===== config.mk =====
export PLATFORM = sky130hd
export DESIGN_NAME = multi_port_adapter
export DESIGN_NICKNAME = d
export VERILOG_FILES = /design/src/rtl/mpa_pkg.sv /design/src/rtl/mpa_timer.sv /design/src/rtl/multi_port_adapter.sv
export SDC_FILE = /design/constraint.sdc
export NUM_CORES = 1
export LEC_CHECK = 0
export BUFFER_PORTS_ARGS = -buffer_cell sky130_fd_sc_hd__clkbuf_2
export CAP_MARGIN = 0
export CORE_MARGIN = 2
export CORE_UTILIZATION = 30
export CTS_CLUSTER_SIZE = 12
export DETAILED_ROUTE_END_ITERATION = 6
export SLEW_MARGIN = 20
export SYNTH_ARGS = -nofsm -noshare
export SYNTH_HDL_FRONTEND = slang
export SYNTH_SLANG_ARGS = --single-unit

===== constraint.sdc =====
create_clock -name clk -period 1.9 [get_ports clk]
set_clock_uncertainty 0.1 [all_clocks]
set_input_delay 0.475 -clock clk [delete_from_list [all_inputs] [get_ports clk]]
set_output_delay 0.475 -clock clk [all_outputs]
set_load 0.02 [all_outputs]

===== src/rtl/mpa_pkg.sv =====
// Shared definitions for multi_port_adapter: register map,
// flag/control bit positions and timer state encoding.
package mpa_pkg;

  localparam logic [3:0] REG_IFR  = 4'd8;
  localparam logic [3:0] REG_IER  = 4'd9;
  localparam logic [3:0] REG_TLL  = 4'd10;
  localparam logic [3:0] REG_TLH  = 4'd11;
  localparam logic [3:0] REG_TCL  = 4'd12;
  localparam logic [3:0] REG_TCH  = 4'd13;
  localparam logic [3:0] REG_CTRL = 4'd14;

  localparam int IFR_TMR   = 6;
  localparam int IFR_IRQ   = 7;
  localparam int IER_SET   = 7;
  localparam int CTRL_FREE = 4;

  typedef enum logic {
    IDLE,
    RUN
  } tmr_state_e;

endpackage


===== src/rtl/mpa_timer.sv =====
// 16-bit interval timer: latch, down-counter, one-shot/free-run
// mode and a single-cycle expiry indication.
module mpa_timer
  import mpa_pkg::*;
(
  input  logic        clk,
  input  logic        reset_n,
  input  logic        wr_lo_i,
  input  logic        wr_hi_i,
  input  logic        free_run_i,
  input  logic [7:0]  data_i,
  output logic [15:0] latch_o,
  output logic [15:0] count_o,
  output logic        expire_o
);

  tmr_state_e  state_q, state_d;
  logic [15:0] cnt_q, cnt_d;
  logic [7:0]  lat_lo_q, lat_hi_q;

  assign latch_o  = {lat_hi_q, lat_lo_q};
  assign count_o  = cnt_q;
  assign expire_o = (state_q == RUN) && (cnt_q == 16'd0);

  always_comb begin
    state_d = state_q;
    cnt_d   = cnt_q;
    unique case (state_q)
      IDLE: ;
      RUN: begin
        if (cnt_q == 16'd0) begin
          if (free_run_i) cnt_d = latch_o;
          else            state_d = IDLE;
        end else begin
          cnt_d = cnt_q - 16'd1;
        end
      end
    endcase
    // a high-byte load overrides any expiry in the same cycle
    if (wr_hi_i) begin
      state_d = RUN;
      cnt_d   = {data_i, lat_lo_q};
    end
  end

  always_ff @(posedge clk or negedge reset_n) begin
    if (!reset_n) begin
      state_q  <= IDLE;
      cnt_q    <= '0;
      lat_lo_q <= '0;
      lat_hi_q <= '0;
    end else begin
      state_q <= state_d;
      cnt_q   <= cnt_d;
      if (wr_lo_i) lat_lo_q <= data_i;
      if (wr_hi_i) lat_hi_q <= data_i;
    end
  end

endmodule


===== src/rtl/multi_port_adapter.sv =====
// Multi-port GPIO adapter with edge interrupts and an optional
// interval timer enabled by defining MPA_TIMER_EN.
module multi_port_adapter
  import mpa_pkg::*;
#(
  parameter int NUM_PORTS   = 2,
  parameter int SYNC_STAGES = 2
) (
  input  logic                   clk,
  input  logic                   reset_n,
  input  logic                   chip_en,
  input  logic                   write_en,
  input  logic [3:0]             register_select,
  input  logic [7:0]             data_in,
  output logic [7:0]             data_out,
  input  logic [8*NUM_PORTS-1:0] port_in,
  output logic [8*NUM_PORTS-1:0] port_out,
  output logic [8*NUM_PORTS-1:0] port_oe,
  input  logic [NUM_PORTS-1:0]   ctl_in,
  output logic                   irq
);

  localparam int PW = 8 * NUM_PORTS;
  localparam logic [6:0] PORT_MASK =
    7'((1 << NUM_PORTS) - 1);

`ifdef MPA_TIMER_EN
  localparam logic [6:0] TMR_MASK  = 7'h40;
  localparam logic [4:0] CTRL_MASK = 5'h1F;
`else
  localparam logic [6:0] TMR_MASK  = 7'h00;
  localparam logic [4:0] CTRL_MASK = 5'h0F;
`endif
  localparam logic [6:0] IFR_MASK = PORT_MASK | TMR_MASK;

  logic [PW-1:0]        or_q, or_d, ddr_q, ddr_d;
  logic [6:0]           ifr_q, ifr_d, ier_q, ier_d;
  logic [4:0]           ctrl_q, ctrl_d;
  logic [NUM_PORTS-1:0] cprev_q, ctl_hit;
  logic [PW-1:0]        ps;
  logic [NUM_PORTS-1:0] cs;
  logic [6:0]           ifr_set, ifr_clr;
  logic [7:0]           port_rd;
  logic [15:0]          tmr_latch, tmr_count;
  logic                 tmr_expire;
  logic                 wr, rd, wr_tlh, rd_tcl;

  for (genvar s = 0; s < SYNC_STAGES; s++) begin : g_sync
    logic [PW-1:0]        p_q, p_d;
    logic [NUM_PORTS-1:0] c_q, c_d;
    if (s == 0) begin : g_in
      assign p_d = port_in;
      assign c_d = ctl_in;
    end else begin : g_chain
      assign p_d = g_sync[s-1].p_q;
      assign c_d = g_sync[s-1].c_q;
    end
    always_ff @(posedge clk or negedge reset_n) begin
      if (!reset_n) begin
        p_q <= '0;
        c_q <= '0;
      end else begin
        p_q <= p_d;
        c_q <= c_d;
      end
    end
  end

  assign ps = g_sync[SYNC_STAGES-1].p_q;
  assign cs = g_sync[SYNC_STAGES-1].c_q;

  assign wr     = chip_en & write_en;
  assign rd     = chip_en & ~write_en;
  assign wr_tlh = wr && (register_select == REG_TLH);
  assign rd_tcl = rd && (register_select == REG_TCL);

`ifdef MPA_TIMER_EN
  logic wr_tll;
  assign wr_tll = wr && (register_select == REG_TLL);

  mpa_timer u_timer (
    .clk        (clk),
    .reset_n    (reset_n),
    .wr_lo_i    (wr_tll),
    .wr_hi_i    (wr_tlh),
    .free_run_i (ctrl_q[CTRL_FREE]),
    .data_i     (data_in),
    .latch_o    (tmr_latch),
    .count_o    (tmr_count),
    .expire_o   (tmr_expire)
  );
`else
  assign tmr_latch  = '0;
  assign tmr_count  = '0;
  assign tmr_expire = 1'b0;
`endif

  // polarity only selects the compare; prev sample always tracks
  assign ctl_hit =
    ( cs & ~cprev_q &  ctrl_q[NUM_PORTS-1:0]) |
    (~cs &  cprev_q & ~ctrl_q[NUM_PORTS-1:0]);

  always_comb begin
    or_d   = or_q;
    ddr_d  = ddr_q;
    ier_d  = ier_q;
    ctrl_d = ctrl_q;
    for (int p = 0; p < NUM_PORTS; p++) begin
      if (wr && !register_select[3] &&
          register_select[2:1] == 2'(p)) begin
        if (register_select[0]) ddr_d[8*p +: 8] = data_in;
        else                    or_d[8*p +: 8]  = data_in;
      end
    end
    if (wr && register_select == REG_IER) begin
      if (data_in[IER_SET]) ier_d = ier_q | data_in[6:0];
      else                  ier_d = ier_q & ~data_in[6:0];
      ier_d = ier_d & IFR_MASK;
    end
    if (wr && register_select == REG_CTRL)
      ctrl_d = data_in[4:0] & CTRL_MASK;
  end

  // sets win over clears; a timer load suppresses its own expiry
  always_comb begin
    ifr_set = {tmr_expire & ~wr_tlh, 6'b0} | 7'(ctl_hit);
    ifr_clr = {wr_tlh | rd_tcl, 6'b0};
    if (wr && register_select == REG_IFR)
      ifr_clr = ifr_clr | data_in[6:0];
    ifr_d = ((ifr_q & ~ifr_clr) | ifr_set) & IFR_MASK;
  end

  always_ff @(posedge clk or negedge reset_n) begin
    if (!reset_n) begin
      or_q    <= '0;
      ddr_q   <= '0;
      ifr_q   <= '0;
      ier_q   <= '0;
      ctrl_q  <= '0;
      cprev_q <= '0;
    end else begin
      or_q    <= or_d;
      ddr_q   <= ddr_d;
      ifr_q   <= ifr_d;
      ier_q   <= ier_d;
      ctrl_q  <= ctrl_d;
      cprev_q <= cs;
    end
  end

  assign port_out = or_q;
  assign port_oe  = ddr_q;
  assign irq      = |(ifr_q & ier_q);

  always_comb begin
    port_rd = 8'h00;
    for (int p = 0; p < NUM_PORTS; p++) begin
      if (register_select[2:1] == 2'(p)) begin
        if (register_select[0])
          port_rd = ddr_q[8*p +: 8];
        else
          port_rd = (or_q[8*p +: 8] & ddr_q[8*p +: 8]) |
                    (ps[8*p +: 8] & ~ddr_q[8*p +: 8]);
      end
    end
    data_out = 8'h00;
    if (chip_en) begin
      unique case (1'b1)
        !register_select[3]:
          data_out = port_rd;
        register_select == REG_IFR:
          data_out = {irq, ifr_q};
        register_select == REG_IER:
          data_out = {1'b1, ier_q};
        register_select == REG_TLL:
          data_out = tmr_latch[7:0];
        register_select == REG_TLH:
          data_out = tmr_latch[15:8];
        register_select == REG_TCL:
          data_out = tmr_count[7:0];
        register_select == REG_TCH:
          data_out = tmr_count[15:8];
        register_select == REG_CTRL:
          data_out = {3'b000, ctrl_q};
        default:
          data_out = 8'h00;
      endcase
    end
  end

endmodule

## Yosys cells after proc, flatten, opt, wreduce, memory -nomap -nowiden

Index checks and enable logic that the tools add are counted.

- Logic and storage cells: 63
- Register bits: 78

- Mux-type cells: 8
- Reduce and logical (&&, ||, !) cells: 13
- Bitwise operators: 26
- Eq/ne operators: 4

Operators with widths:

| kind | number |
|---|---|
| $mux W8 | 5 |
| $and A8 B8 Y8 | 4 |
| $pmux W8 S4 | 1 |
| $not A8 Y8 | 2 |
| $or A8 B8 Y8 | 2 |
| $and A2 B2 Y2 | 7 |
| $eq A4 B4 Y1 const B | 3 |
| $not A2 Y2 | 5 |
| $reduce_and A2 Y1 | 4 |
| $reduce_or A7 Y1 | 1 |
| $logic_and A1 B1 Y1 | 6 |
| $or A2 B2 Y2 | 3 |
| $mux W2 | 2 |
| $eq A2 B1 Y1 const B | 1 |
| $logic_not A2 Y1 | 1 |
| $or A1 B2 Y2 const A | 1 |
| $and A1 B1 Y1 | 1 |
| $logic_not A1 Y1 | 1 |
| $not A1 Y1 | 1 |

## Logic depth before layout (Yosys ltp)

Gate-level depths: netlist (run 1).

- Word-level depth: 8
- Depth in mapped cells: 6
- Mapped depth without buffers: 4

## Worst setup path after synthesis (run 1)

Ideal clock, no wire load.

- Path type: input-to-output
- Start point: input port register_select[0]
- End point: output port data_out[2]
- Stages on the path: 5
- Buffers on the path: 1
- Setup slack: -299 ps
- Arrival: 1624 ps
- Path through: buf_2 -> or3b_2 -> a21oi_1 -> a21oi_1 -> o22ai_1

- Cells in the longest elaborated chain, start to end: 5
- Elaborated cells on any way between the ends: 9
- Those cells by class: 3 x eq/ne; 6 x mux

Ends and longest elaborated chain:

| what | line | RTL |
|---|---|---|
| start: declaration | multi_port_adapter.sv:13 | `input logic [3:0] register_select,` |
| $mux W8 | multi_port_adapter.sv:159 | `if (register_select[0])` |
| $mux W8 (2 in series) | multi_port_adapter.sv:158 | `if (register_select[2:1] == 2'(p)) begin` |
| $pmux W8 S4 (*) | multi_port_adapter.sv:168 | `unique case (1'b1)` |
| $mux W8 (*) | multi_port_adapter.sv:167 | `if (chip_en) begin` |
| end: declaration | multi_port_adapter.sv:15 | `output logic [7:0] data_out,` |

Mark *: on every way between the ends. The rest lies on a longest branch, timed or not.

## Worst setup path in the final report (run 1)

- Start point: input port register_select[0]
- End point: output port data_out[6]

The elaborated chain is that of the path after synthesis.

==> results.toml, run 1 <==
[clocking]
cts_tree = "built"
htreeDepth = 3
clk_pin_slew_ns = 0.08
clk_latency_ns = 0.35
clock_path_buffers = 2
clock-root-buffer = "clkbuf_8"
cts_made_buffers = 9
cts_sinks = 78

[global_route]
grt_overflow = 0
grt_max_degree = 40
grt_pass1_vias = 2277
grt_pass1_wl_mm = 12.1
grt_usage_pct = 14.2
antenna_found_initial = 0

[synth]
synth.area.top_cells = "dfrtp_1 64%, mux2_2 14%, o21ai_0 3.8%"
yosysTopAreaCell = "dfrtp_1"
ys.flop_type = "dfrtp_1"
netlist_area_sq_um = 3060
ys_ff_latch = 78
synth_cell_types = 34
syn-num-nets = 266
avgSynthCellArea_sq_um = 13.2
ys_warn_count = 0
synthCells = 232
async_reset_ff_share_pct = 100
synth_edf_count = 0
yosys.area.top_type_share_pct = 63.8
ys_seq_area_share_pct = 63.8

[timing]
fmax_mhz = 448
slew_headroom_pct = 76.8
finalSetupViolCount = 8
fin_tns_setup_ns = -1.89
fin_hold_ws_ns = 0.122
post-route-min-period_ns = 2.23
fin_ws_ns = -0.332
slew_viol_final = 0
hold_viol_final = 0
post-route-period-util_pct = 117
rsz0062_at_grt = "yes"
max_slew.worst_pin.slew_ns = 0.345

[critical_path]
worst-path-max-fanout = 6
crit_family = "buffers and inverters"
path_class = "input port to primary output"
worst_setup_path_start_kind = "input port"
cpMaxStageDelayCell = "bufbuf_16"
crit_path_end_kind = "primary output"
crit_buf_inv = 3
r2r-end = "ifr_q[1]"
cp.required_ns = 1.32
r2r_cells = 2
crit_chain = "clkbuf_16, bufbuf_16, nand2b_4, o21ai_2, o21ai_1, nor3_2, buf_4"
critPathMaxStageDelay_ns = 0.27
worstPathArrival_ns = 1.66
r2r-start = "ifr_q[1]"
r2r_setup_slack_ns = 0.84

[flow_run]
maxCapViolations = 0

[route]
drt_iter0_markers = 72
viasPerCell = 4.74
antenna_left = 0
via_count = 2276
drt-total-wl_mm = 7.64
drc = 0
dr.pass1.iters = 4
wire_per_inst_um = 15.9

[die]
fp.coreArea_sq_um = 9820
die_x_um = 105
initial_utilization_pct = 31.2
row_count = 36
dieHeight_um = 105
die-area_sq_um = 11000
io_pins = 75

[worst_hold_path]
hp-start = "port_in[5]"
whs_endpoint = "g_sync[0].p_q[5]"
hold_path.class = "input port to flip-flop"
whs_path_depth = 1

[placed_design]
place_ws_ns = -0.311
place_area_sq_um = 3800
place.gp.congestion = 0.781
io_buffer_count = 74
dp_hpwl_mm = 5.49

[run_status]
violations = "setup timing"
outcome = "finished, violations left"

[finish]
postLayoutCoreUtil_pct = 43.4
final_cell_area_sq_um = 4260
drive_above_1_share_pct = 53.9
antenna_cells = 0
syn_to_final_growth_pct = 39.2
final_nets = 377

[pwr]
ir_drop_uv = 326
power.leakage_nw = 2.01
p_per_area_nw_per_um2 = 931
cell usage after synthesis (3+ instances only):
| cell | instances |
|---|---|
| nand2_1 | 17 |
| dfrtp_1 | 78 |
| clkbuf_1 | 4 |
| nand2b_1 | 10 |
| o21ai_0 | 23 |
| nand3_1 | 4 |
| a22o_1 | 3 |
| a21oi_1 | 6 |
| mux2_2 | 38 |
| nor2_1 | 11 |
| a211oi_1 | 3 |
| nor3_1 | 3 |
| buf_2 | 5 |
what timing repair did:
action / 4_1_cts / 5_1_grt
buffers inserted: 6 / 0
setup endpoints to repair: 8 / 9
endpoints found under the hold margin: 22 / 0
cloned: 2 / 0
gates resized for setup: 37 / 19
hold buffers: 1 / 0
pin swaps: 10 / 13
layout make-up:
cell class	instances	area, sq um
multi-input combinational	143	1160
timing repair buffer	110	820
fill	954	5560
clock buffer	10	128
inverter	1	3.75
tap	133	166
clock inverter	5	27.5
sequential	78	1950
metrics by stage:
step	power, W	cells
floorplan	0.00248	232
global placement	0.00283	456
detailed placement	0.00285	456
CTS	0.00398	480
global route	0.00416	480
finish	0.00397	480
cell usage in the layout (no fill, tap or decap), drive strengths merged, types with 2 or more instances in the layout:
| cell | instances |
|---|---|
| clkbuf | 80 |
| dfrtp | 78 |
| mux2 | 38 |
| buf | 38 |
| o21ai | 24 |
| nand2 | 18 |
| nor2 | 12 |
| nand2b | 11 |
| a21oi | 6 |
| nand3 | 4 |
| clkinv | 4 |
| nor3 | 4 |
| a211oi | 3 |
| a22o | 3 |
| o211a | 2 |
| or3b | 2 |
| o22ai | 2 |
| o31a | 2 |
| a221o | 2 |
| nand4 | 2 |
kinds of logic after synthesis:
kind of cell	count (synthesis)	synth area share (%)
muxes	38	14.0
DFF	78	63.8
AOI/OAI and AO/OA	47	9.60
buffers and inverters	11	1.80
and+or+nand+nor	58	10.9
routing by layer:
layer | vias to the layer above | part of all wire, % | track usage (%) | routed length [um]
li1 | 1046 | - | - | -
met1 | 1161 | 45 | 18.7 | 3460
met2 | 57 | 46 | 21.2 | 3510
met3 | 12 | 7.2 | 5.61 | 549
met4 | 0 | 1.6 | 5.24 | 119
met5 | - | 0 | 0 | 0
state kept, by name, summed over array words and instances, names as in the netlist, named ones only:
register and count:
g_sync.p_q 32, port_oe 16, port_out 16, ctrl_q 4
cprev_q 2, cs 2, g_sync.c_q 2, ifr_q 2
worst max-delay path by stage:
stage / end / cells past startpoint / slack (ns) / from
global placement: data_out[1] / 7 / -0.29 / register_select[0]
finish: data_out[6] / 7 / -0.33 / register_select[0]
detailed placement: data_out[0] / 7 / -0.31 / register_select[0]
global route: data_out[6] / 7 / -0.39 / register_select[0]
CTS: data_out[3] / 5 / -0.32 / port_oe[11]
floorplan: data_out[1] / 6 / -0.13 / register_select[0]
report_power, final:
part	internal [W]	switching, W	total, W
clock network	0.000458	0.000581	0.00104
logic	0.000422	0.000483	0.000905
registers	0.00186	0.000166	0.00202
Power figures use the tool's default switching activity.
==> run 2, diff against run 1 <==
- CORE_ASPECT_RATIO: default -> 0.7
- SYNTH_HIERARCHICAL: default -> 1
==> run 2 against run 1 <==
Against the previous run: the run still ends with setup timing left; synthesized cell count stayed put; die area rose by 0.12%; via count is 1.1% higher; worst hold slack gained 0.016 ns; first-iteration DRC count increased by 31%; clock power up 66%; critical path depth is 2 lower; critical path type is now flip-flop to primary output.
==> results.toml, run 2 <==
[run_status]
outcome = "finished, violations left"
violations = "setup timing"

[critical_path]
worstPathArrival_ns = 1.64
worst-path-max-fanout = 2
r2r-start = "port_out[1]"
r2r_cells = 3
r2r-end = "port_out[1]"
worst_setup_path_start_kind = "flip-flop"
cp-startpoint = "port_oe[11]"
endpoint = "data_out[3]"
path_class = "flip-flop to primary output"
crit_path_end_kind = "primary output"
r2r_setup_slack_ns = 0.80
cp.required_ns = 1.32

[finish]
regArea_sq_um = 1950
largest_reg_flops = 32
final_nets = 390
final_cell_area_sq_um = 4500
multi_input_area_sq_um = 1140
mostFrequentLayoutCell = "dfrtp_1"
antenna_cells = 0
largest-register = "g_sync.p_q"
drive_above_1_share_pct = 54.3
n_fill_cell = 899
layout_common_cells = "78 x dfrtp_1, 62 x clkbuf_2, 38 x mux2_2"
syn_to_final_growth_pct = 47.0

[route]
drt-total-wl_mm = 7.87
drt_iter0_markers = 94
viasPerCell = 4.70
dr.pass1.iters = 4
wire_per_inst_um = 16.1
drc = 0
via_count = 2300
antenna_left = 0

[die]
dieHeight_um = 88.5
row_count = 30
io_pins = 75
initial_utilization_pct = 31.3
die-area_sq_um = 11000
die_x_um = 125
fp.coreArea_sq_um = 9800

[synth]
ys.flop_type = "dfrtp_1"
yosysMostFrequentCell = "dfrtp_1"
synth_edf_count = 0
ys_seq_area_share_pct = 63.8
yosys.area.top_type_share_pct = 63.8
synth.area.top_cells = "dfrtp_1 64%, mux2_2 14%, o21ai_0 3.8%"
yosysTopAreaCell = "dfrtp_1"
ys_warn_count = 6
netlist_area_sq_um = 3060
avgSynthCellArea_sq_um = 13.2
async_reset_ff_share_pct = 100
ys_ff_latch = 78
synth_cell_types = 34
syn-num-nets = 266
synthCells = 232
yosys-top-cells-count = "78 x dfrtp_1, 38 x mux2_2, 23 x o21ai_0"

[clocking]
cts_made_buffers = 9
clk_latency_ns = 0.34
clk_pin_slew_ns = 0.06
clock_path_buffers = 2
cts_sinks = 78
htreeDepth = 3
clock-root-buffer = "clkbuf_16"
cts_tree = "built"

[pwr]
p_int_w = 0.00340
pwr-share-clk_pct = 36.9
p_switching_w = 0.00129
p_per_area_nw_per_um2 = 1040
power.total_w = 0.00469
power.leakage_nw = 2.14
switching_share_pct = 27.5
ir_drop_uv = 491
p_seq_share_pct = 42.9
combPwrFrac_pct = 20.2

[timing]
post-route-min-period_ns = 2.21
slew_headroom_pct = 73.8
hold_viol_final = 0
max_slew.worst_pin.slew_ns = 0.390
fin_ws_ns = -0.311
slew_viol_final = 0
post-route-period-util_pct = 116
fmax_mhz = 452
rsz0062_at_grt = "yes"
finalSetupViolCount = 8

[global_route]
grt_pass1_vias = 2328
grt_usage_pct = 15.4
grt_pass1_wl_mm = 12.7
antenna_found_initial = 0
grt_overflow = 0
grt_max_degree = 39

[placed_design]
dp_hpwl_mm = 5.58
place.gp.congestion = 0.768
io_buffer_count = 74
place_area_sq_um = 3870

[flow_run]
maxCapViolations = 0

[worst_hold_path]
hold_path.class = "input port to flip-flop"
-- run 2: worst min-delay path by stage --
stage	start	end	cells after the start
after floorplan	reset_n	async pin	0
after global placement	g_sync[0].c_q[1]	cs[1]	0
after detailed placement	g_sync[0].p_q[11]	g_sync[1].p_q[11]	0
after CTS	port_in[14]	g_sync[0].p_q[14]	1
after global routing	port_in[2]	g_sync[0].p_q[2]	1
final	port_in[14]	g_sync[0].p_q[14]	1
-- run 2: per-stage QoR --
step                TNS (ns)  hold WS, ns  util (%)  setup slack, ns  instances
global route           -1.82        0.126      45.9           -0.370        489
finish                 -1.36        0.138      45.9           -0.311        489
detailed placement     -9.37        0.235      39.5           -0.396        459
CTS                    -1.48        0.123      45.5           -0.328        487
global placement       -7.18        0.233      39.5           -0.372        459
floorplan             -0.478       0.0794         -           -0.126        232
-- run 2: critical path, cell delays in order, from the launching register on --
cell	delay [ns]
dfrtp_1	0.38
or3b_4	0.39
a21oi_2	0.12
a21oi_1	0.06
o22ai_2	0.18
clkbuf_8	0.18
-- run 2: area by class of cell --
| class | count | area share [%] |
|---|---|---|
| multi-input cells | 143 | 25.3 |
| clock inverters | 3 | 0.945 |
| flip-flops and latches | 78 | 43.4 |
| well taps | 128 | 3.56 |
| clock buffers | 13 | 5.78 |
| repair buffers | 123 | 21.0 |
| inverters | 1 | 0.0834 |
-- run 2: power groups by stage --
stage | clock (W) | combinational, W | sequential (W)
after floorplan | 0 | 0.000311 | 0.00217
after global placement | 0 | 0.000822 | 0.00204
after detailed placement | 0 | 0.000836 | 0.00204
after CTS | 0.00177 | 0.000934 | 0.00201
after global routing | 0.00184 | 0.00102 | 0.00204
final | 0.00173 | 0.000945 | 0.00201
-- run 2: kinds of logic after synthesis --
family / after synthesis / share of synthesized area, %
DFF: 78 / 63.8
and+or+nand+nor: 58 / 10.9
AOI/OAI and AO/OA: 47 / 9.60
muxes: 38 / 14.0
buffers and inverters: 11 / 1.80
-- run 2: repair_timing --
action,4_1_cts,5_1_grt
gates resized for setup,47,10
endpoints found under the hold margin,21,0
pin swaps,15,0
setup buffers,8,2
endpoints found under the setup margin,8,8
hold buffers,1,0
cloned,3,0
-- run 2: metal layers --
layer | GRT usage (%) | up-vias | share of wire (%)
met3 | 6.17 | 12 | 6.0
met2 | 21.7 | 57 | 43
li1 | - | 1081 | -
met1 | 21.0 | 1150 | 50
met5 | 0 | - | 0
met4 | 7.35 | 0 | 1.5
==> run 3, diff against run 2 <==
--- a/config.mk
+++ b/config.mk
@@ -14,2 +14,3 @@
 export DETAILED_ROUTE_END_ITERATION = 6
+export PLACE_DENSITY_LB_ADDON = 0.08
 export SLEW_MARGIN = 20
==> constraint.sdc (replaced) <==
create_clock -name clk -period 1.9 [get_ports clk]
set_clock_uncertainty 0.1 [all_clocks]
set_input_delay 0.19 -clock clk [delete_from_list [all_inputs] [get_ports clk]]
set_output_delay 0.19 -clock clk [all_outputs]
set_load 0.02 [all_outputs]
==> run 3 against run 2 <==
Against the previous run: the flow still finishes with violations (setup timing); cell area down 4.5%; worst setup slack better by 0.28 ns; critical path depth did not move; critical endpoint is now data_out[2].
==> results.toml, run 3 (synthesized netlist as in run 2, its figures left out) <==
[run_status]
outcome = "finished, violations left"
violations = "setup timing"

[route]
wire_per_inst_um = 16.3
via_count = 2236
viasPerCell = 4.63
drt-total-wl_mm = 7.87
antenna_left = 0
drc = 0
drt_iter0_markers = 124
dr.pass1.iters = 4

[pwr]
p_switching_w = 0.00129
ir_drop_uv = 435
pwr-share-clk_pct = 37.6
power.leakage_nw = 2.03
p_per_area_nw_per_um2 = 1070
p_seq_share_pct = 43.9
p_int_w = 0.00330
power.total_w = 0.00459
combPwrFrac_pct = 18.5
switching_share_pct = 28.2

[finish]
antenna_cells = 0
fin_cells = 483
mostFrequentLayoutCell = "dfrtp_1"
largest_reg_flops = 32
layout_common_cells = "78 x dfrtp_1, 69 x clkbuf_2, 38 x mux2_2"
n_fill_cell = 929
drive_above_1_share_pct = 46.8
final_cell_area_sq_um = 4300
final_nets = 384
largest-register = "g_sync.p_q"
syn_to_final_growth_pct = 40.4

[critical_path]
path_class = "flip-flop to primary output"
cp.required_ns = 1.61
critPathMaxStageDelay_ns = 0.38
crit_chain = "or3b_4, a21oi_2, a21oi_1, o22ai_1, buf_4"
worstPathArrival_ns = 1.64
worst_setup_path_start_kind = "flip-flop"
crit_path_end_kind = "primary output"
cpMaxStageDelayCell = "dfrtp_1"
worst-path-max-fanout = 2

[timing]
fmax_mhz = 518
slew_viol_final = 0
fin_hold_ws_ns = 0.0436
hold_viol_final = 0
post-route-period-util_pct = 102
rsz0062_at_grt = "yes"
max_slew.worst_pin.slew_ns = 0.426
slew_headroom_pct = 71.6
finalSetupViolCount = 2
post-route-min-period_ns = 1.93
fin_ws_ns = -0.0306

[clocking]
cts_tree = "built"
htreeDepth = 3
cts_made_buffers = 9
clock-root-buffer = "clkbuf_16"
clk_pin_slew_ns = 0.06
cts_sinks = 78
clk_latency_ns = 0.33
clock_path_buffers = 2

[global_route]
grt_overflow = 0
antenna_found_initial = 0
grt_pass1_vias = 2226
grt_usage_pct = 15.3
grt_max_degree = 79
grt_pass1_wl_mm = 12.5

[placed_design]
dp.cells = 442
place.gp.congestion = 0.750
dp_hpwl_mm = 5.59
io_buffer_count = 74
place_area_sq_um = 3700

[die]
io_pins = 75
fp.coreArea_sq_um = 9800
die_x_um = 125
die-area_sq_um = 11000
initial_utilization_pct = 31.3
dieHeight_um = 88.5
row_count = 30

[worst_hold_path]
hold_path.class = "input port to flip-flop"

[flow_run]
maxCapViolations = 0
-- run 3: worst paths after layout --
check	slack, ns	from	to	cells after the start
worst min register to register	0.25	g_sync[0].p_q[9]	g_sync[1].p_q[9]	0
min in group asynchronous	0.33	reset_n	g_sync[0].c_q[1]	3
worst max-delay path	-0.03	port_oe[10]	data_out[2]	5
worst max register to register	0.86	port_oe[7]	port_oe[7]	2
worst min-delay path	0.04	data_in[5]	port_out[13]	2
max in group asynchronous	1.04	reset_n	g_sync[1].p_q[0]	3
-- run 3: what timing repair did --
action                                  in CTS  in global routing
resized for setup                            7                 21
setup buffers                                3                  3
hold endpoints to repair                    96                  0
cloned                                       0                  0
pin swaps                                    4                  7
hold buffers                                19                  0
endpoints found under the setup margin       3                  6
-- run 3: cell type report --
type | instances | area, sq um | area share [%]
Clock buffer | 11 | 243 | 5.65
Clock inverter | 5 | 57.6 | 1.34
Inverter | 1 | 3.75 | 0.0873
Multi-Input combinational cell | 143 | 1090 | 25.4
Sequential cell | 78 | 1950 | 45.4
Tap cell | 128 | 160 | 3.73
Timing Repair Buffer | 117 | 790 | 18.4
-- run 3: per-layer routing --
metal  GRT usage, %  part of all wire (%)  vias up  wire length (um)
met2           21.5                    42       69              3290
met4           6.54                   1.9        0               148
met3           5.44                   6.1       15               477
met1           21.5                    50     1082              3950
met5              0                     0        -                 0
li1               -                     -     1070                 -
-- run 3: power by group through the flow --
stage	registers, W	logic [W]	clock network [W]
global route	0.00205	0.000925	0.00185
floorplan	0.00217	0.000295	0
detailed placement	0.00205	0.000764	0
CTS	0.00202	0.000830	0.00177
finish	0.00202	0.000851	0.00173
global placement	0.00205	0.000757	0
-- run 3: stage by stage --
stage	util (%)	setup slack, ns	setup TNS (ns)
after global routing	43.9	-0.129	-0.266
after detailed placement	37.8	0.0782	0
final	43.9	-0.0306	-0.0580
after CTS	43.2	-0.0790	-0.144
after global placement	37.8	0.0702	0
after floorplan	-	0.152	0
-- run 3: worst max-delay path: cells and delay by family (launching register included) --
| kind | cells | cell delay [ns] |
|---|---|---|
| DFF | 1 | 0.38 |
| and+or+nand+nor | 1 | 0.38 |
| buffers and inverters | 1 | 0.18 |
| AOI/OAI and AO/OA | 3 | 0.37 |
